[src/rtl/commit_unit.sv]
// commit_unit: consumer end of the reorder-buffer commit bus.
//
// Retires at most one committed instruction per cycle:
//   - register writeback to the architectural register file (x0 suppressed)
//   - stores pushed into a small in-order queue that drains to memory (req/ack)
//   - gshare PHT / BTB update for control instructions
// A committed misprediction moves the FSM into RECOVER for one cycle. During
// that cycle it drives the cpuReset/priorCommit recovery pulse together with
// the rewind tag, the redirect PC and the status snapshot.
//
// Ports:
//   clk, globalReset             clock, synchronous active-high reset
//   validCommit, commitInfo      commit bus valid, {regWrite,memWrite,jump,branch}
//   destCommit, result           rd index / store address, writeback / store data
//   controlFlow                  {isControl,nextState[1:0],writeBTB,takenBranch,reset}
//   targetAddress, oldPC         resolved target, instruction PC
//   previousIndex                PHT index used at fetch
//   statusSnap, commitRob        status snapshot and ROB tag of the committing entry
//   memAck                       memory accepted the head store
//   rfWrite/rfDest/rfData        register file write port
//   memReq/memAddr/memData       store drain port (head of the queue)
//   pht*/btb*                    predictor update port
//   cpuReset, priorCommit        one-cycle recovery pulse
//   resetPtr, redirectPC         ROB rewind tag, fetch redirect
//   restoreStatus                snapshot for the register status table
//   commitStall                  back-pressure while the queue is nearly full
//   sqOverflow                   sticky: a store was dropped on a full queue
module commit_unit #(
    parameter int WIDTH    = 31,
    parameter int CONTROL  = 5,
    parameter int INDEX    = 7,
    parameter int ROB      = 2,
    parameter int SQ_DEPTH = 4
) (
    input  logic               clk,
    input  logic               globalReset,
    input  logic               validCommit,
    input  logic [3:0]         commitInfo,
    input  logic [WIDTH:0]     destCommit,
    input  logic [WIDTH:0]     result,
    input  logic [CONTROL:0]   controlFlow,
    input  logic [WIDTH:0]     targetAddress,
    input  logic [WIDTH:0]     oldPC,
    input  logic [INDEX:0]     previousIndex,
    input  logic [WIDTH:0]     statusSnap,
    input  logic [ROB:0]       commitRob,
    input  logic               memAck,
    output logic               rfWrite,
    output logic [4:0]         rfDest,
    output logic [WIDTH:0]     rfData,
    output logic               memReq,
    output logic [WIDTH:0]     memAddr,
    output logic [WIDTH:0]     memData,
    output logic               phtUpdate,
    output logic [INDEX:0]     phtIndex,
    output logic               phtTaken,
    output logic [1:0]         phtState,
    output logic               btbWrite,
    output logic [WIDTH:0]     btbPC,
    output logic [WIDTH:0]     btbTarget,
    output logic               cpuReset,
    output logic               priorCommit,
    output logic [ROB:0]       resetPtr,
    output logic [WIDTH:0]     redirectPC,
    output logic [WIDTH:0]     restoreStatus,
    output logic               commitStall,
    output logic               sqOverflow
);

    localparam int PTR_W = (SQ_DEPTH > 1) ? $clog2(SQ_DEPTH) : 1;
    localparam int CNT_W = $clog2(SQ_DEPTH + 1);

    typedef enum logic {
        RUN,
        RECOVER
    } stateT;

    stateT state;
    stateT nextState;

    logic             accept;
    logic             mispredict;
    logic             push;
    logic             pop;
    logic             full;
    logic             pushAccepted;
    logic [WIDTH:0]   sqAddr [SQ_DEPTH];
    logic [WIDTH:0]   sqData [SQ_DEPTH];
    logic [PTR_W-1:0] headPtr;
    logic [PTR_W-1:0] tailPtr;
    logic [CNT_W-1:0] count;
    logic             unusedCommitBits;

    // jump/branch only matter upstream; retirement keys off controlFlow instead.
    assign unusedCommitBits = ^commitInfo[1:0];

    // Commits arriving during the RECOVER cycle belong to the squashed path.
    assign accept     = validCommit && (state == RUN);
    assign mispredict = accept && controlFlow[0];

    // A push into a full queue only lands if the head leaves in the same cycle.
    assign push         = accept && commitInfo[2];
    assign pop          = memReq && memAck;
    assign full         = (count == CNT_W'(SQ_DEPTH));
    assign pushAccepted = push && (!full || pop);

    // Head address/data are forced to zero while empty so stale entries never show.
    assign memReq      = (count != '0);
    assign memAddr     = memReq ? sqAddr[headPtr] : '0;
    assign memData     = memReq ? sqData[headPtr] : '0;
    assign commitStall = (count >= CNT_W'(SQ_DEPTH - 1));

    assign cpuReset    = (state == RECOVER);
    assign priorCommit = (state == RECOVER);

    // State register.
    always_ff @(posedge clk) begin
        if (globalReset) begin
            state <= RUN;
        end else begin
            state <= nextState;
        end
    end

    // RECOVER lasts exactly one cycle; a mispredict seen inside it is ignored.
    always_comb begin
        nextState = state;
        case (state)
            RUN:     if (mispredict) nextState = RECOVER;
            RECOVER: nextState = RUN;
            default: nextState = RUN;
        endcase
    end

    // Register writeback and predictor update, registered for one-cycle latency.
    always_ff @(posedge clk) begin
        if (globalReset) begin
            rfWrite   <= 1'b0;
            rfDest    <= '0;
            rfData    <= '0;
            phtUpdate <= 1'b0;
            phtIndex  <= '0;
            phtTaken  <= 1'b0;
            phtState  <= '0;
            btbWrite  <= 1'b0;
            btbPC     <= '0;
            btbTarget <= '0;
        end else begin
            rfWrite   <= accept && commitInfo[3] && (destCommit[4:0] != 5'd0);
            phtUpdate <= accept && controlFlow[5];
            btbWrite  <= accept && controlFlow[5] && controlFlow[2];
            if (accept && commitInfo[3] && (destCommit[4:0] != 5'd0)) begin
                rfDest <= destCommit[4:0];
                rfData <= result;
            end
            if (accept && controlFlow[5]) begin
                phtIndex  <= previousIndex;
                phtTaken  <= controlFlow[1];
                phtState  <= controlFlow[4:3];
                btbPC     <= oldPC;
                btbTarget <= targetAddress;
            end
        end
    end

    // Recovery information is captured at the mispredict commit and held
    // until the next one.
    always_ff @(posedge clk) begin
        if (globalReset) begin
            resetPtr      <= '0;
            redirectPC    <= '0;
            restoreStatus <= '0;
        end else if (mispredict) begin
            resetPtr      <= commitRob;
            redirectPC    <= targetAddress;
            restoreStatus <= statusSnap;
        end
    end

    // Store queue payload; not reset because memAddr/memData are masked when empty.
    always_ff @(posedge clk) begin
        if (!globalReset && pushAccepted) begin
            sqAddr[tailPtr] <= destCommit;
            sqData[tailPtr] <= result;
        end
    end

    // Store queue pointers, occupancy and the sticky overflow flag. Recovery
    // never touches these; only globalReset discards queued stores.
    always_ff @(posedge clk) begin
        if (globalReset) begin
            headPtr    <= '0;
            tailPtr    <= '0;
            count      <= '0;
            sqOverflow <= 1'b0;
        end else begin
            if (pushAccepted) begin
                tailPtr <= tailPtr + PTR_W'(1);
            end
            if (pop) begin
                headPtr <= headPtr + PTR_W'(1);
            end
            if (pushAccepted && !pop) begin
                count <= count + CNT_W'(1);
            end else if (pop && !pushAccepted) begin
                count <= count - CNT_W'(1);
            end
            if (push && full && !pop) begin
                sqOverflow <= 1'b1;
            end
        end
    end

endmodule

[config.mk]
export PLATFORM = sky130hd
export DESIGN_NAME = commit_unit
export DESIGN_NICKNAME = d
export VERILOG_FILES = /design/src/rtl/commit_unit.sv
export SDC_FILE = /design/constraint.sdc
export NUM_CORES = 1
export LEC_CHECK = 0
export ABC_AREA = 1
export BUFFER_PORTS_ARGS = -buffer_cell sky130_fd_sc_hd__buf_2
export CAP_MARGIN = 15
export CORE_ASPECT_RATIO = 1.75
export CORE_MARGIN = 5
export CORE_UTILIZATION = 30
export DETAILED_ROUTE_END_ITERATION = 16
export HOLD_SLACK_MARGIN = 0.08
export MAX_ROUTING_LAYER = met4
export PLACE_DENSITY = 0.6
export SLEW_MARGIN = 20
export SYNTH_ARGS = -nofsm -noshare
export SYNTH_HDL_FRONTEND = slang
export SYNTH_SLANG_ARGS = --single-unit
[constraint.sdc]
create_clock -name clk -period 7.7 [get_ports clk]
set_clock_uncertainty 0.15 [all_clocks]
set_input_delay 0.385 -clock clk [delete_from_list [all_inputs] [get_ports clk]]
set_output_delay 0.385 -clock clk [all_outputs]
set_load 0.01 [all_outputs]
-- Word-level counts from Yosys, hierarchy flattened
Memory sizes are Yosys's and may differ from the RTL's. A register that Yosys moved wholly into a read port is not among the register bits.
Index checks and enable logic that the tools add are counted.
W data, S select, Z words.
- reductions and logical operators: 22
- order comparisons: 1
- add/subtract/negate cells: 4
- eq/ne operators: 1
- bitwise operators: 1
- mux-type cells: 12
- operators with widths (cell ; count):
    $mux W32 ; 2
    $logic_and A1 B1 Y1 ; 14
    $mux W2 ; 4
    $mux W3 ; 2
    $reduce_bool A5 Y1 ; 1
    $add A2 B1 Y2 const B ; 2
    $logic_not A1 Y1 ; 4
    $add A3 B1 Y3 const B ; 1
    $eq A3 B3 Y1 const B ; 1
    $ge A3 B2 Y1 const B ; 1
    $mux W1 ; 3
    $reduce_bool A3 Y1 ; 1
    $sub A3 B1 Y3 const B ; 1
    $pmux W1 S2 ; 1
    $reduce_bool A2 Y1 ; 1
    $logic_or A1 B1 Y1 ; 1
    $not A1 Y1 ; 1
- register bits: 191
- memories kept: 2
- bits in writable memories: 256
- bits of input ports: 185
- output and inout port bits: 251
- memories (memory ; words ; width ; read ports ; clocked after Yosys merged registers in ; wr ports ; line ; text):
    sqAddr ; 4 ; 32 ; 1 ; 1 ; 1 ; 87 ; logic [WIDTH:0] sqAddr [SQ_DEPTH];
    sqData ; 4 ; 32 ; 1 ; 1 ; 1 ; 88 ; logic [WIDTH:0] sqData [SQ_DEPTH];

-- Depth between registers and ports, before layout
- depth in word-level cells: 8
- mapped depth: 14
- gate-level depth less buffers: 14

-- Least setup slack after synthesis
No wires, ideal clock.
- path type: register to register
- start: register state, in the netlist cpuReset
- end: memory sqAddr[0][0] in the netlist's numbering (enable)
- cell stages (with the launch flop): 8
- clock period less this slack: 4.200 ns
- arrival time: 3.564 ns
- setup slack: 3.500 ns
- buffers on the path: 0
- cells stage by stage: dfxtp_1 > inv_2 > nand2_1 > nor2_1 > nand2_1 > inv_1 > nand2_1 > nor2_1
- word-level cells in the longest chain between the ends: 7
- ends and longest elaborated chain (item ; line ; text):
    start: declaration ; 78 ; stateT state;
    start signal: assignment ; 121 ; state <= nextState;
    $not A1 Y1 ; n/a ;
    $logic_and A1 B1 Y1 ; 98 ; assign accept = validCommit && (state == RUN);
    $logic_and A1 B1 Y1 ; 102 ; assign push = accept && commitInfo[2];
    $logic_and A1 B1 Y1 ; 105 ; assign pushAccepted = push && (!full || pop);
    $logic_and A1 B1 Y1 ; 182 ; if (!globalReset && pushAccepted) begin
    $mux W1 ; 182 ;
    $mux W1 (implied by the code) ; 183 ; sqAddr[tailPtr] <= destCommit;
    end: declaration ; 87 ;
Every way passes these cells.

==> results.md <==
Yosys:
- Counting flops and latches in the post-synthesis netlist gives 449.
- During synthesis, Yosys emitted a total of 0 warnings.
- The mux contribution to synthesized area is 0.
- The cell area that synthesis handed to floorplanning was 0.0171 mm².
- In the post-synthesis netlist, the biggest area contributors are sky130_fd_sc_hd__edfxtp_1 45%, sky130_fd_sc_hd__dfxtp_1 23%, sky130_fd_sc_hd__o21ai_0 7.9%, sky130_fd_sc_hd__nor2_1 7.4%, sky130_fd_sc_hd__a21oi_1 6.2%.
- The complex-gate fraction of the synthesized area is 0.143.
- The simple-gate share of the synthesized area is 0.108.
- The largest family of logic cells by synthesized area is compound AO/OA/AOI/OAI gates.
- The post-synthesis cell type with the largest combined area is sky130_fd_sc_hd__edfxtp_1.
- The number of cells produced by synthesis is 1660.
- The number of distinct standard cells referenced by the synthesized netlist is 26.
- The cell with the most instances after synthesis is sky130_fd_sc_hd__nor2_1.
- Sorting the synthesized cells by how often they occur yields 336 x sky130_fd_sc_hd__nor2_1, 272 x sky130_fd_sc_hd__o21ai_0, 256 x sky130_fd_sc_hd__edfxtp_1.
- The share of the Yosys chip area taken by registers is 0.674.
- The xor and xnor area share after synthesis is 0.000511.
- The synthesized-area fraction occupied by adder cells is 0.00482.
- The average cell area after synthesis is 10.3 µm².
- The prevailing post-synth register cell is sky130_fd_sc_hd__edfxtp_1.
- The share of synthesized area in the top cell type comes to 0.449.
- The number of nets handed over by synthesis was 1851.
- The number of enable-type register cells in the synthesized netlist is 256.
- The proportion of register bits with asynchronous set or reset after synthesis is 0.

Timing:
- The number of pins with negative max-slew slack in the final report is 0.
- The final setup violation count is 0.
- Setup repair after global routing left no endpoint under its margin.
- The worst path in the final design needs a cycle of 3.70 ns, including I/O delays and setup.
- Once routing completed, OpenROAD measured the worst setup slack at 4.00 ns.
- In this run the tightest slew margin relative to its limit is 0.276.
- The number of failing hold endpoints at the final stage is 0.
- At the pin with the least slew margin, the transition time is 1.09 ns.
- Hold is met by 0.114 ns.
- Static timing analysis puts the maximum clock frequency at 0.270 GHz.
- The final critical-path share of the clock period is 0.481.
- The final sum of negative setup slack is 0 ns.

Run:
- Max-cap violations in this run came to 0.

Pwr:
- IR analysis of the VDD net gives a maximum drop of 223 µV.
- The power density over the cells is 279 mW/mm².
- Summing internal, switching and leakage power gives 6.45 mW.
- In this run the static leakage power is 9.30 nW.

Clocking:
- The count of clock tree sinks is 449.
- The CTS buffer count is 42.
- The clock-pin slew reported for the worst setup and hold paths after clock tree synthesis is 0.07 ns.
- The later pin in the worst-skew pair is clocked with a latency of 0.55 ns.
- TritonCTS built the clock tree.
- The clock tree synthesis step divided the H-tree into 2 levels.
- The root buffer cell chosen for the clock tree is sky130_fd_sc_hd__clkbuf_16.
- The clock passes through at most 3 buffers.
- The post-CTS resize count is 0.

Global route:
- The first-pass GRT wire length is 80800 µm.
- The via count of the first global-routing pass is 14500.
- The number of antenna violations at the first check in global routing is 1.
- The maximum number of pins on one net before global-route repair is 110.
- The overall routing resource usage is 0.168.
- After global routing the overflow that remains totals 0.

Die:
- The die is 191 µm wide.
- The number of I/O pins is 436.
- The initial utilization of the core area, before any placement, comes to 0.301.
- The core region is 0.0569 mm².
- The height of the die is 326 µm.
- The die covers 0.0622 mm².
- The standard-cell row count is 116.

Placed design:
- The count of port buffers added during placement is 433.
- At the end of routability-driven placement, the weighted congestion stood at 0.895.
- After detailed placement, the design holds a cell count of 2765.
- The HPWL after detailed placement is 32400 µm.
- Prior to clock tree synthesis, the placed netlist has a worst setup slack of 4.46 ns.
- Summing all placed instances gives a cell area of 0.0198 mm².

Cells and area:
- Relative to the synthesized area, the layout overhead comes to 34.7%.
- The non-filler instance count after layout is 3016.
- The number of filler instances in the final layout is 5427.
- The final net count is 2407.
- For this run, the share of the core covered by cells in the final layout is 0.406.
- The multi-input combinational cells in the finished layout cover a total of 0.00443 mm².
- Across the whole layout, storage elements account for 0.0116 mm².
- The cell area after layout is 0.0231 mm².
- The ratio of cells with drive above 1 in the final layout is 0.240.

Setup path:
- The critical path startpoint category is a register.
- The data arrival time of the critical path is 3.17 ns.
- The start-to-end type of the worst setup path is register to output pin.
- The maximum fanout along the worst path is 109.
- STA classifies the critical path endpoint as an output pin.
- The required arrival time at the worst endpoint is 7.16 ns.

Drt:
- The routed via count divided by cell count is 4.61.
- The pre-antenna-repair detailed-routing pass consisted of 5 iterations.
- The wire length after detailed routing is 52800 µm.
- The detail-routed net length per standard cell is 17.5 µm.
- The count of nets left with antenna violations once routing finished came out at 0.
- The DRC violation total after the first TritonRoute iteration is 703.
- The via total after detailed routing is 13900.
- In the routed design, unresolved DRC markers number 0.

Outcome:
- The run finished with clean final reports.

Worst hold path:
- The type of the most critical hold path is input port to register.
[area by class of cell]
class,instances,share of cell area
Antenna cell,1,0.000108
Clock buffer,54,0.0507
Clock inverter,22,0.0142
Inverter,166,0.0273
Multi-Input combinational cell,936,0.192
Sequential cell,449,0.501
Tap cell,767,0.0416
Timing Repair Buffer,621,0.174
[timing repair]
item | CTS | global route
buffers inserted | 0 | 0
hold buffers | 174 | 0
hold endpoints to repair | 431 | 0
[power breakdown]
part	internal, mW	switching (mW)
combinational	0.511	0.958
clock	1.35	0.904
sequential	2.64	0.0904
[path summary, 6_finish.rpt]
path	startpoint	to	slack [ns]	cells past startpoint
min	globalReset	phtUpdate	0.11	2
max reg2reg	cpuReset	sqData[0][25]	4.84	8
min reg2reg	restoreStatus[1]	restoreStatus[1]	0.29	2
max	register	memData[30]	4.00	5
[per-layer routing]
layer / track usage / up-vias / routed length [µm]
met2: 0.294 / 541 / 26400
met4: 0.0588 / 0 / 1680
met5: - / - / 0
met3: 0.0396 / 89 / 3910
met1: 0.186 / 6621 / 20800
li1: - / 6662 / -
[worst max-delay path, stage by stage (launching register included)]
cell                       delay [ns]
sky130_fd_sc_hd__dfxtp_4         0.84
sky130_fd_sc_hd__clkinv_2        0.48
sky130_fd_sc_hd__buf_4           0.55
sky130_fd_sc_hd__o21ai_0         0.34
sky130_fd_sc_hd__a21oi_1         0.13
sky130_fd_sc_hd__buf_2           0.20
[state kept, by name, indices dropped and copies added, names as in the netlist, named ones only]
name	flops
phtTaken	1
rfData	32
count	3
sqData	128
btbPC	32
tailPtr	2
rfWrite	1
phtState	2
resetPtr	3
rfDest	5
restoreStatus	32
btbTarget	32
redirectPC	32
headPtr	2
sqAddr	128
phtUpdate	1
sqOverflow	1
btbWrite	1
cpuReset	1
phtIndex	8
[cell families (layout without fill, tap and decap cells)]
kind of cell | Yosys count | count (layout)
flops | 449 | 449
xor+xnor | 1 | 1
compound gates | 488 | 488
other cells | 0 | 1
buf+inv | 275 | 863
simple gates | 441 | 441
fa+ha+maj | 6 | 6
[cells in the final DEF, fill, tap and decap left out, types with 3 or more instances in the layout]
cell	netlist	routed
sky130_fd_sc_hd__buf_2	45	433
sky130_fd_sc_hd__nor2_1	336	332
sky130_fd_sc_hd__o21ai_0	272	272
sky130_fd_sc_hd__edfxtp_1	256	256
sky130_fd_sc_hd__a21oi_1	213	213
sky130_fd_sc_hd__dfxtp_1	193	191
sky130_fd_sc_hd__dlygate4sd3_1	0	174
sky130_fd_sc_hd__inv_1	160	160
sky130_fd_sc_hd__nand2_1	52	52
sky130_fd_sc_hd__clkbuf_16	0	43
sky130_fd_sc_hd__nand3b_1	35	35
sky130_fd_sc_hd__buf_4	17	14
sky130_fd_sc_hd__nor2_2	11	10
sky130_fd_sc_hd__bufinv_16	0	8
sky130_fd_sc_hd__clkinv_2	0	5
sky130_fd_sc_hd__nor2_4	0	5
sky130_fd_sc_hd__ha_1	5	5
sky130_fd_sc_hd__clkinv_1	0	5
sky130_fd_sc_hd__clkbuf_1	30	5
sky130_fd_sc_hd__clkbuf_8	0	5
sky130_fd_sc_hd__inv_2	5	3
sky130_fd_sc_hd__o21ai_1	3	3
(Power assumes the default switching activity.)
